<file path="src/rtl/bingo_map_editor_if.sv">
// Button pulses into the bingo map editor and the board/cursor state it
// exposes to the renderer.
interface bingo_map_editor_if;
  logic         btn_up;
  logic         btn_down;
  logic         btn_left;
  logic         btn_right;
  logic         btn_place;
  logic         btn_undo;
  logic         btn_fill;
  logic         btn_clear;
  logic         btn_lock;
  logic [124:0] map;
  logic [2:0]   cursor_x;
  logic [2:0]   cursor_y;
  logic [4:0]   next_value;
  logic         map_full;
  logic         busy;
  logic         locked;

  modport master (
    output btn_up, btn_down, btn_left, btn_right,
    output btn_place, btn_undo, btn_fill, btn_clear, btn_lock,
    input  map, cursor_x, cursor_y, next_value, map_full, busy, locked
  );

  modport slave (
    input  btn_up, btn_down, btn_left, btn_right,
    input  btn_place, btn_undo, btn_fill, btn_clear, btn_lock,
    output map, cursor_x, cursor_y, next_value, map_full, busy, locked
  );
endinterface

</file>
<file path="src/rtl/bingo_map_editor.sv">
// Edits the 5x5 bingo board: cursor, manual placement with undo history,
// one-cell-per-cycle auto-fill, and a lock that freezes a full board.
module bingo_map_editor (
  input  logic              clk_25MHz,
  input  logic              all_rst,
  bingo_map_editor_if.slave bus
);

  typedef enum logic [1:0] {EDIT, FILL, LOCKED} state_t;

  state_t       r_state;
  logic [124:0] r_map;
  logic [2:0]   r_cursorX;
  logic [2:0]   r_cursorY;
  logic [4:0]   r_nextValue;
  logic [4:0]   r_scanIdx;
  logic [4:0]   r_hist [0:24];
  logic         r_full;
  logic         r_busy;
  logic         r_locked;

  logic [4:0]   w_cursorIdx;
  logic [4:0]   w_cursorCell;
  logic [4:0]   w_scanCell;
  logic [4:0]   w_undoPos;
  logic [4:0]   w_undoIdx;
  logic [2:0]   w_nextX;
  logic [2:0]   w_nextY;

  assign w_cursorIdx  = 5'(r_cursorX) + 5'(r_cursorY) * 5'd5;
  assign w_cursorCell = r_map[5*w_cursorIdx +: 5];
  assign w_scanCell   = r_map[5*r_scanIdx +: 5];
  assign w_undoPos    = (r_nextValue > 5'd1) ? (r_nextValue - 5'd2) : 5'd0;
  assign w_undoIdx    = r_hist[w_undoPos];

  // Opposing pulses on one axis cancel; each axis wraps around 0..4.
  always_comb begin
    w_nextX = r_cursorX;
    w_nextY = r_cursorY;
    if (bus.btn_left && !bus.btn_right)
      w_nextX = (r_cursorX == 3'd0) ? 3'd4 : r_cursorX - 3'd1;
    else if (bus.btn_right && !bus.btn_left)
      w_nextX = (r_cursorX == 3'd4) ? 3'd0 : r_cursorX + 3'd1;
    if (bus.btn_up && !bus.btn_down)
      w_nextY = (r_cursorY == 3'd0) ? 3'd4 : r_cursorY - 3'd1;
    else if (bus.btn_down && !bus.btn_up)
      w_nextY = (r_cursorY == 3'd4) ? 3'd0 : r_cursorY + 3'd1;
  end

  always_ff @(posedge clk_25MHz) begin
    if (!all_rst) begin
      r_state     <= EDIT;
      r_map       <= '0;
      r_cursorX   <= '0;
      r_cursorY   <= '0;
      r_nextValue <= 5'd1;
      r_scanIdx   <= '0;
      r_full      <= 1'b0;
      r_busy      <= 1'b0;
      r_locked    <= 1'b0;
      for (int i = 0; i < 25; i++) r_hist[i] <= '0;
    end else begin
      case (r_state)
        EDIT: begin
          r_cursorX <= w_nextX;
          r_cursorY <= w_nextY;
          if (bus.btn_clear) begin
            r_map       <= '0;
            r_nextValue <= 5'd1;
            r_full      <= 1'b0;
          end else if (bus.btn_fill) begin
            r_state   <= FILL;
            r_scanIdx <= '0;
            r_busy    <= 1'b1;
          end else if (bus.btn_undo) begin
            if (r_nextValue > 5'd1) begin
              r_map[5*w_undoIdx +: 5] <= '0;
              r_nextValue             <= r_nextValue - 5'd1;
              r_full                  <= 1'b0;
            end
          end else if (bus.btn_place) begin
            if (w_cursorCell == 5'd0 && r_nextValue <= 5'd25) begin
              r_map[5*w_cursorIdx +: 5]   <= r_nextValue;
              r_hist[r_nextValue - 5'd1]  <= w_cursorIdx;
              r_nextValue                 <= r_nextValue + 5'd1;
              r_full                      <= (r_nextValue == 5'd25);
            end
          end else if (bus.btn_lock) begin
            if (r_full) begin
              r_state  <= LOCKED;
              r_locked <= 1'b1;
            end
          end
        end

        // The scan always walks all 25 cells, so busy lasts 25 cycles even on a full board.
        FILL: begin
          if (bus.btn_clear) begin
            r_map       <= '0;
            r_nextValue <= 5'd1;
            r_full      <= 1'b0;
            r_busy      <= 1'b0;
            r_state     <= EDIT;
          end else begin
            if (w_scanCell == 5'd0 && r_nextValue <= 5'd25) begin
              r_map[5*r_scanIdx +: 5]    <= r_nextValue;
              r_hist[r_nextValue - 5'd1] <= r_scanIdx;
              r_nextValue                <= r_nextValue + 5'd1;
              r_full                     <= (r_nextValue == 5'd25);
            end
            if (r_scanIdx == 5'd24) begin
              r_state <= EDIT;
              r_busy  <= 1'b0;
            end else begin
              r_scanIdx <= r_scanIdx + 5'd1;
            end
          end
        end

        LOCKED: begin
          if (bus.btn_clear) begin
            r_map       <= '0;
            r_nextValue <= 5'd1;
            r_full      <= 1'b0;
            r_locked    <= 1'b0;
            r_state     <= EDIT;
          end
        end

        default: r_state <= EDIT;
      endcase
    end
  end

  assign bus.map        = r_map;
  assign bus.cursor_x   = r_cursorX;
  assign bus.cursor_y   = r_cursorY;
  assign bus.next_value = r_nextValue;
  assign bus.map_full   = r_full;
  assign bus.busy       = r_busy;
  assign bus.locked     = r_locked;

endmodule
</file>
<file path="src/flat_wrapper.sv">
// flat-port wrapper written by rule: the top's interface ports become plain ports
module bingo_map_editor_flat 
  (clk_25MHz, all_rst, bus_btn_up, bus_btn_down, bus_btn_left, bus_btn_right, bus_btn_place, bus_btn_undo, bus_btn_fill, bus_btn_clear, bus_btn_lock, bus_map, bus_cursor_x, bus_cursor_y, bus_next_value, bus_map_full, bus_busy, bus_locked);
  bingo_map_editor_if bus_i ();
  input  logic clk_25MHz;
  input  logic all_rst;
  input wire logic [$bits(bus_i.btn_up)-1:0] bus_btn_up;
  input wire logic [$bits(bus_i.btn_down)-1:0] bus_btn_down;
  input wire logic [$bits(bus_i.btn_left)-1:0] bus_btn_left;
  input wire logic [$bits(bus_i.btn_right)-1:0] bus_btn_right;
  input wire logic [$bits(bus_i.btn_place)-1:0] bus_btn_place;
  input wire logic [$bits(bus_i.btn_undo)-1:0] bus_btn_undo;
  input wire logic [$bits(bus_i.btn_fill)-1:0] bus_btn_fill;
  input wire logic [$bits(bus_i.btn_clear)-1:0] bus_btn_clear;
  input wire logic [$bits(bus_i.btn_lock)-1:0] bus_btn_lock;
  output wire logic [$bits(bus_i.map)-1:0] bus_map;
  output wire logic [$bits(bus_i.cursor_x)-1:0] bus_cursor_x;
  output wire logic [$bits(bus_i.cursor_y)-1:0] bus_cursor_y;
  output wire logic [$bits(bus_i.next_value)-1:0] bus_next_value;
  output wire logic [$bits(bus_i.map_full)-1:0] bus_map_full;
  output wire logic [$bits(bus_i.busy)-1:0] bus_busy;
  output wire logic [$bits(bus_i.locked)-1:0] bus_locked;
  assign bus_i.btn_up = bus_btn_up;
  assign bus_i.btn_down = bus_btn_down;
  assign bus_i.btn_left = bus_btn_left;
  assign bus_i.btn_right = bus_btn_right;
  assign bus_i.btn_place = bus_btn_place;
  assign bus_i.btn_undo = bus_btn_undo;
  assign bus_i.btn_fill = bus_btn_fill;
  assign bus_i.btn_clear = bus_btn_clear;
  assign bus_i.btn_lock = bus_btn_lock;
  assign bus_map = bus_i.map;
  assign bus_cursor_x = bus_i.cursor_x;
  assign bus_cursor_y = bus_i.cursor_y;
  assign bus_next_value = bus_i.next_value;
  assign bus_map_full = bus_i.map_full;
  assign bus_busy = bus_i.busy;
  assign bus_locked = bus_i.locked;
  bingo_map_editor u_core (.clk_25MHz(clk_25MHz), .all_rst(all_rst), .bus(bus_i));
endmodule
</file>
<file path="config.mk">
export PLATFORM = sky130hd
export DESIGN_NAME = bingo_map_editor_flat
export DESIGN_NICKNAME = d
export VERILOG_FILES = /design/src/rtl/bingo_map_editor_if.sv /design/src/rtl/bingo_map_editor.sv /design/src/flat_wrapper.sv
export SDC_FILE = /design/constraint.sdc
export NUM_CORES = 1
export LEC_CHECK = 0
export ABC_AREA = 1
export ABC_CLOCK_PERIOD_IN_PS = 3900
export BUFFER_PORTS_ARGS = -buffer_cell sky130_fd_sc_hd__buf_2
export CORE_ASPECT_RATIO = 0.6
export CORE_MARGIN = 2
export CORE_UTILIZATION = 56
export DETAILED_ROUTE_END_ITERATION = 6
export PLACE_DENSITY = 0.78
export SLEW_MARGIN = 5
export SYNTH_ARGS = -nofsm -noshare
export SYNTH_HDL_FRONTEND = slang
export SYNTH_SLANG_ARGS = --single-unit
export TNS_END_PERCENT = 5
</file>
<file path="constraint.sdc">
create_clock -name clk_25MHz -period 3.9 [get_ports clk_25MHz]
set_input_delay 0.585 -clock clk_25MHz [delete_from_list [all_inputs] [get_ports clk_25MHz]]
set_output_delay 0.585 -clock clk_25MHz [all_outputs]
set_load 0.02 [all_outputs]
</file>
==> metrics.txt <==
Worst Hold End=u_core.r_state[0]; RSZ-0062 raised after global routing=yes; Max FO, Critical Path=6; worst hold path type=in -> reg; Total Routing Usage GR=roughly 43%; Post-synth top cells=nand2_1 (673), nor2_1 (413), o21ai_0 (394), nand3_1 (310), a21oi_1 (262); largest net degree at the start of global routing=116; ANT cells=0; htree depth=1; FILL cells=~3.3k; Critical Path End Type=flop; Crit-path slowest cell=fa_2; mapped cell area=about 21000 um^2; Slew @ Worst Pin=1.07 ns; Clock transition at path regs=0.07 ns; most common cell in the netlist=nand2_1; violated checks=DRC; R2R cell count=18; max_cap viols=0; maximum clock rate=0.266 GHz; slew margin rel.=28.8%; Syn Nets=3194; vias per inst=6.36; overall routed net length=88900 um; CTS tree=done; Worst R2R End=u_core.r_hist[23][2]; Multi-input gate area=12000 um^2; Register Area=7730 um^2; required time worst endpoint=around 4.2 ns; max-slew violation count=0; Worst path most repeated cell=nand2_1; grt total ovfl=0; status=complete, but fails checks; gp weighted congestion=1.06; Synth Area per Inst=6.79 um^2; Netlist cell types=54; vias post-DR=24.4k; Top-Level Pins=150; final-stage net count=about 3.3k; Syn Inst Count=3139; post-synthesis sequential area ratio=around 36%; row count=55; worst r2r src=u_core.bus.cursor_y[0]; Pre-Repair DR Iteration Count=7; DR WL/cell=approximately 23 um; initial antenna violation count=1; Max stage delay on crit path=0.61 ns; Util after Layout=65.2%; initial core utilization=a little under three fifths; fraction of the cycle the final worst path needs=a little over nine tenths; DRT iter0 DRCs=4049; Post-synth EDFFs=160; Async S/R FF share, synth=0%; DRC violation count after routing=8; Hold Path Depth=5; clk_lat worst skew=0.61 ns; Yosys Warn Count=0; Die ar.=just under 40000 um^2; DIE HEIGHT=around 160 um; vias in the first global route=21.6k; Hold Buf Count CTS=0; core area=37600 um^2; clk sink count=roughly 300; r2r setup slk=0.14 ns; WS Path Type=reg -> reg; Yosys top cell area share=22.6%; final-report setup violation count=0; CP arrival=4.06 ns; Top FF cell, synth=edfxtp_1; PortBufs=149; Hold Path Origin=bus_btn_fill; area delta synth->final=15.1%; final hold vios=0; first-pass GRT wire length=132000 um; share of cells above drive strength 1=14.4%; CP Cell Sequence=ha_1 -> ha_1 -> fa_2 -> inv_1 -> a21oi_1 -> o21ai_0 -> o221ai_1 -> nand2_1 -> nand2_1 -> nand2_1 -> nand2_1 -> nand3_1 -> o21ai_0 -> buf_4 -> nand2_1 -> inv_2 -> nand2_1 -> nand2_2; clk buf depth=3; Clock Skews=0.0164 ns; Detail Placement HPWL=~63000 um; ANT nets after route=0; critical path startpoint category=flop; Num CTS Buffers=31; Die X-Extent=roughly 260 um; Synth area leader=edfxtp_1; Root Driver=clkbuf_16; synth top area cells=edfxtp_1 (23%), dfxtp_1 (14%), nand2_1 (12%); min cycle time layout=3.76 ns; #FFs+latches synth=between 300 and 400
## timing repair
action                                  CTS  global route
endpoints found under the setup margin   55           390
pin swaps                                 0             4
setup buffers                             0             5
hold endpoints to repair                  0             0
cloned                                    0             1
resized for setup                         2            57
## cell families after synthesis
family,share of synthesized area [%]
AO/OA/AOI/OAI,19.2
XOR/XNOR,0.681
adder cells (fa/ha/maj),2.62
buffers and inverters,8.50
flip-flops,36.3
multiplexers,0.0940
AND/OR/NAND/NOR,32.6
## per-stage QoR
step | setup TNS, ns | instances | hold WS (ns) | area [um^2] | setup slack [ns]
after floorplan | 0 | 3139 | 0.493 | 21300 | 0.0249
after detailed placement | -0.305 | 3768 | 0.526 | 23200 | -0.0280
after global routing | -0.203 | 3832 | 0.404 | 24500 | -0.0237
after CTS | 0 | 3826 | 0.360 | 24300 | 0.00787
after global placement | 0 | 3768 | 0.498 | 23200 | 0.0806
final | 0 | 3832 | 0.365 | 24500 | 0.138
## worst max-delay path, delay by kind of cell, from the launching register on
| kind | cells | cell delay, ns |
|---|---|---|
| flip-flops | 1 | 0.34 |
| adder cells (fa/ha/maj) | 3 | 1.21 |
| AND/OR/NAND/NOR | 8 | 0.81 |
| buffers and inverters | 3 | 0.46 |
| AO/OA/AOI/OAI | 4 | 0.62 |
## flip-flops by register name, summed over array words and instances, names as in the netlist
register / flops
u_core.bus.map: 125
u_core.bus.map_full: 1
u_core.r_state: 2
u_core.bus.locked: 1
u_core.bus.next_value: 5
u_core.bus.busy: 1
u_core.bus.cursor_x: 3
u_core.r_scanIdx: 5
u_core.r_hist: 160
u_core.bus.cursor_y: 3
## worst max-delay path by stage
stage	startpoint	to	slack, ns	cells past startpoint
global placement	u_core.bus.cursor_y[0]	u_core.bus.map[120]	0.08	16
floorplan	u_core.bus.next_value[1]	u_core.bus.map[103]	0.02	28
finish	u_core.bus.cursor_y[0]	u_core.r_hist[23][2]	0.14	18
detailed placement	u_core.bus.cursor_y[0]	u_core.r_hist[1][1]	-0.03	18
CTS	u_core.bus.cursor_y[0]	u_core.r_hist[31][3]	0.008	17
global route	u_core.bus.cursor_y[0]	u_core.r_hist[24][0]	-0.02	20
## layout by cell type, fill, tap and decap left out, types with 4 or more instances in the layout
| cell type | Yosys | routed |
|---|---|---|
| a211oi_1 | 31 | 31 |
| a21oi_1 | 262 | 261 |
| a31oi_1 | 20 | 20 |
| buf_12 | 0 | 17 |
| buf_2 | 34 | 148 |
| buf_4 | 6 | 133 |
| bufinv_16 | 0 | 6 |
| clkbuf_16 | 0 | 32 |
| clkinv_1 | 13 | 18 |
| clkinv_2 | 0 | 4 |
| dfxtp_1 | 146 | 144 |
| edfxtp_1 | 160 | 160 |
| ha_1 | 43 | 42 |
| inv_1 | 234 | 230 |
| inv_2 | 10 | 10 |
| inv_4 | 1 | 4 |
| nand2_1 | 673 | 653 |
| nand2_2 | 10 | 28 |
| nand2_4 | 6 | 6 |
| nand3_1 | 310 | 305 |
| nand3_2 | 15 | 19 |
| nand3_4 | 11 | 12 |
| nand3b_1 | 32 | 32 |
| nand4_1 | 14 | 14 |
| nor2_1 | 413 | 404 |
| nor2_2 | 15 | 17 |
| nor2_4 | 2 | 9 |
| nor3_1 | 51 | 50 |
| nor3_2 | 6 | 7 |
| nor4_1 | 4 | 4 |
| o2111ai_1 | 5 | 5 |
| o211ai_1 | 16 | 16 |
| o21a_1 | 5 | 5 |
| o21ai_0 | 394 | 394 |
| o21ai_1 | 12 | 12 |
| o221ai_1 | 4 | 4 |
| o22ai_1 | 6 | 6 |
| o31ai_1 | 8 | 8 |
| xnor2_1 | 4 | 4 |
| xor2_1 | 7 | 7 |
## final cells by class
class / instances / area share [%]
clock buffer: 34 / 3.21
multi-input combinational: 2397 / 48.8
tap: 513 / 2.62
sequential: 306 / 31.6
timing repair buffer: 300 / 8.65
clock inverter: 24 / 1.16
inverter: 258 / 4.04
## layer usage
layer,vias to the layer above,global-route usage [%],routed length (um)
met5,-,0,0
met3,218,15.3,15000
li1,10900,-,-
met1,11300,63.8,36900
met2,1942,58.9,34400
met4,0,11.4,2670
Power is left out: the tool's default activity adds up to more than one toggle a clock period on the data nets, which glitch-free logic cannot reach.
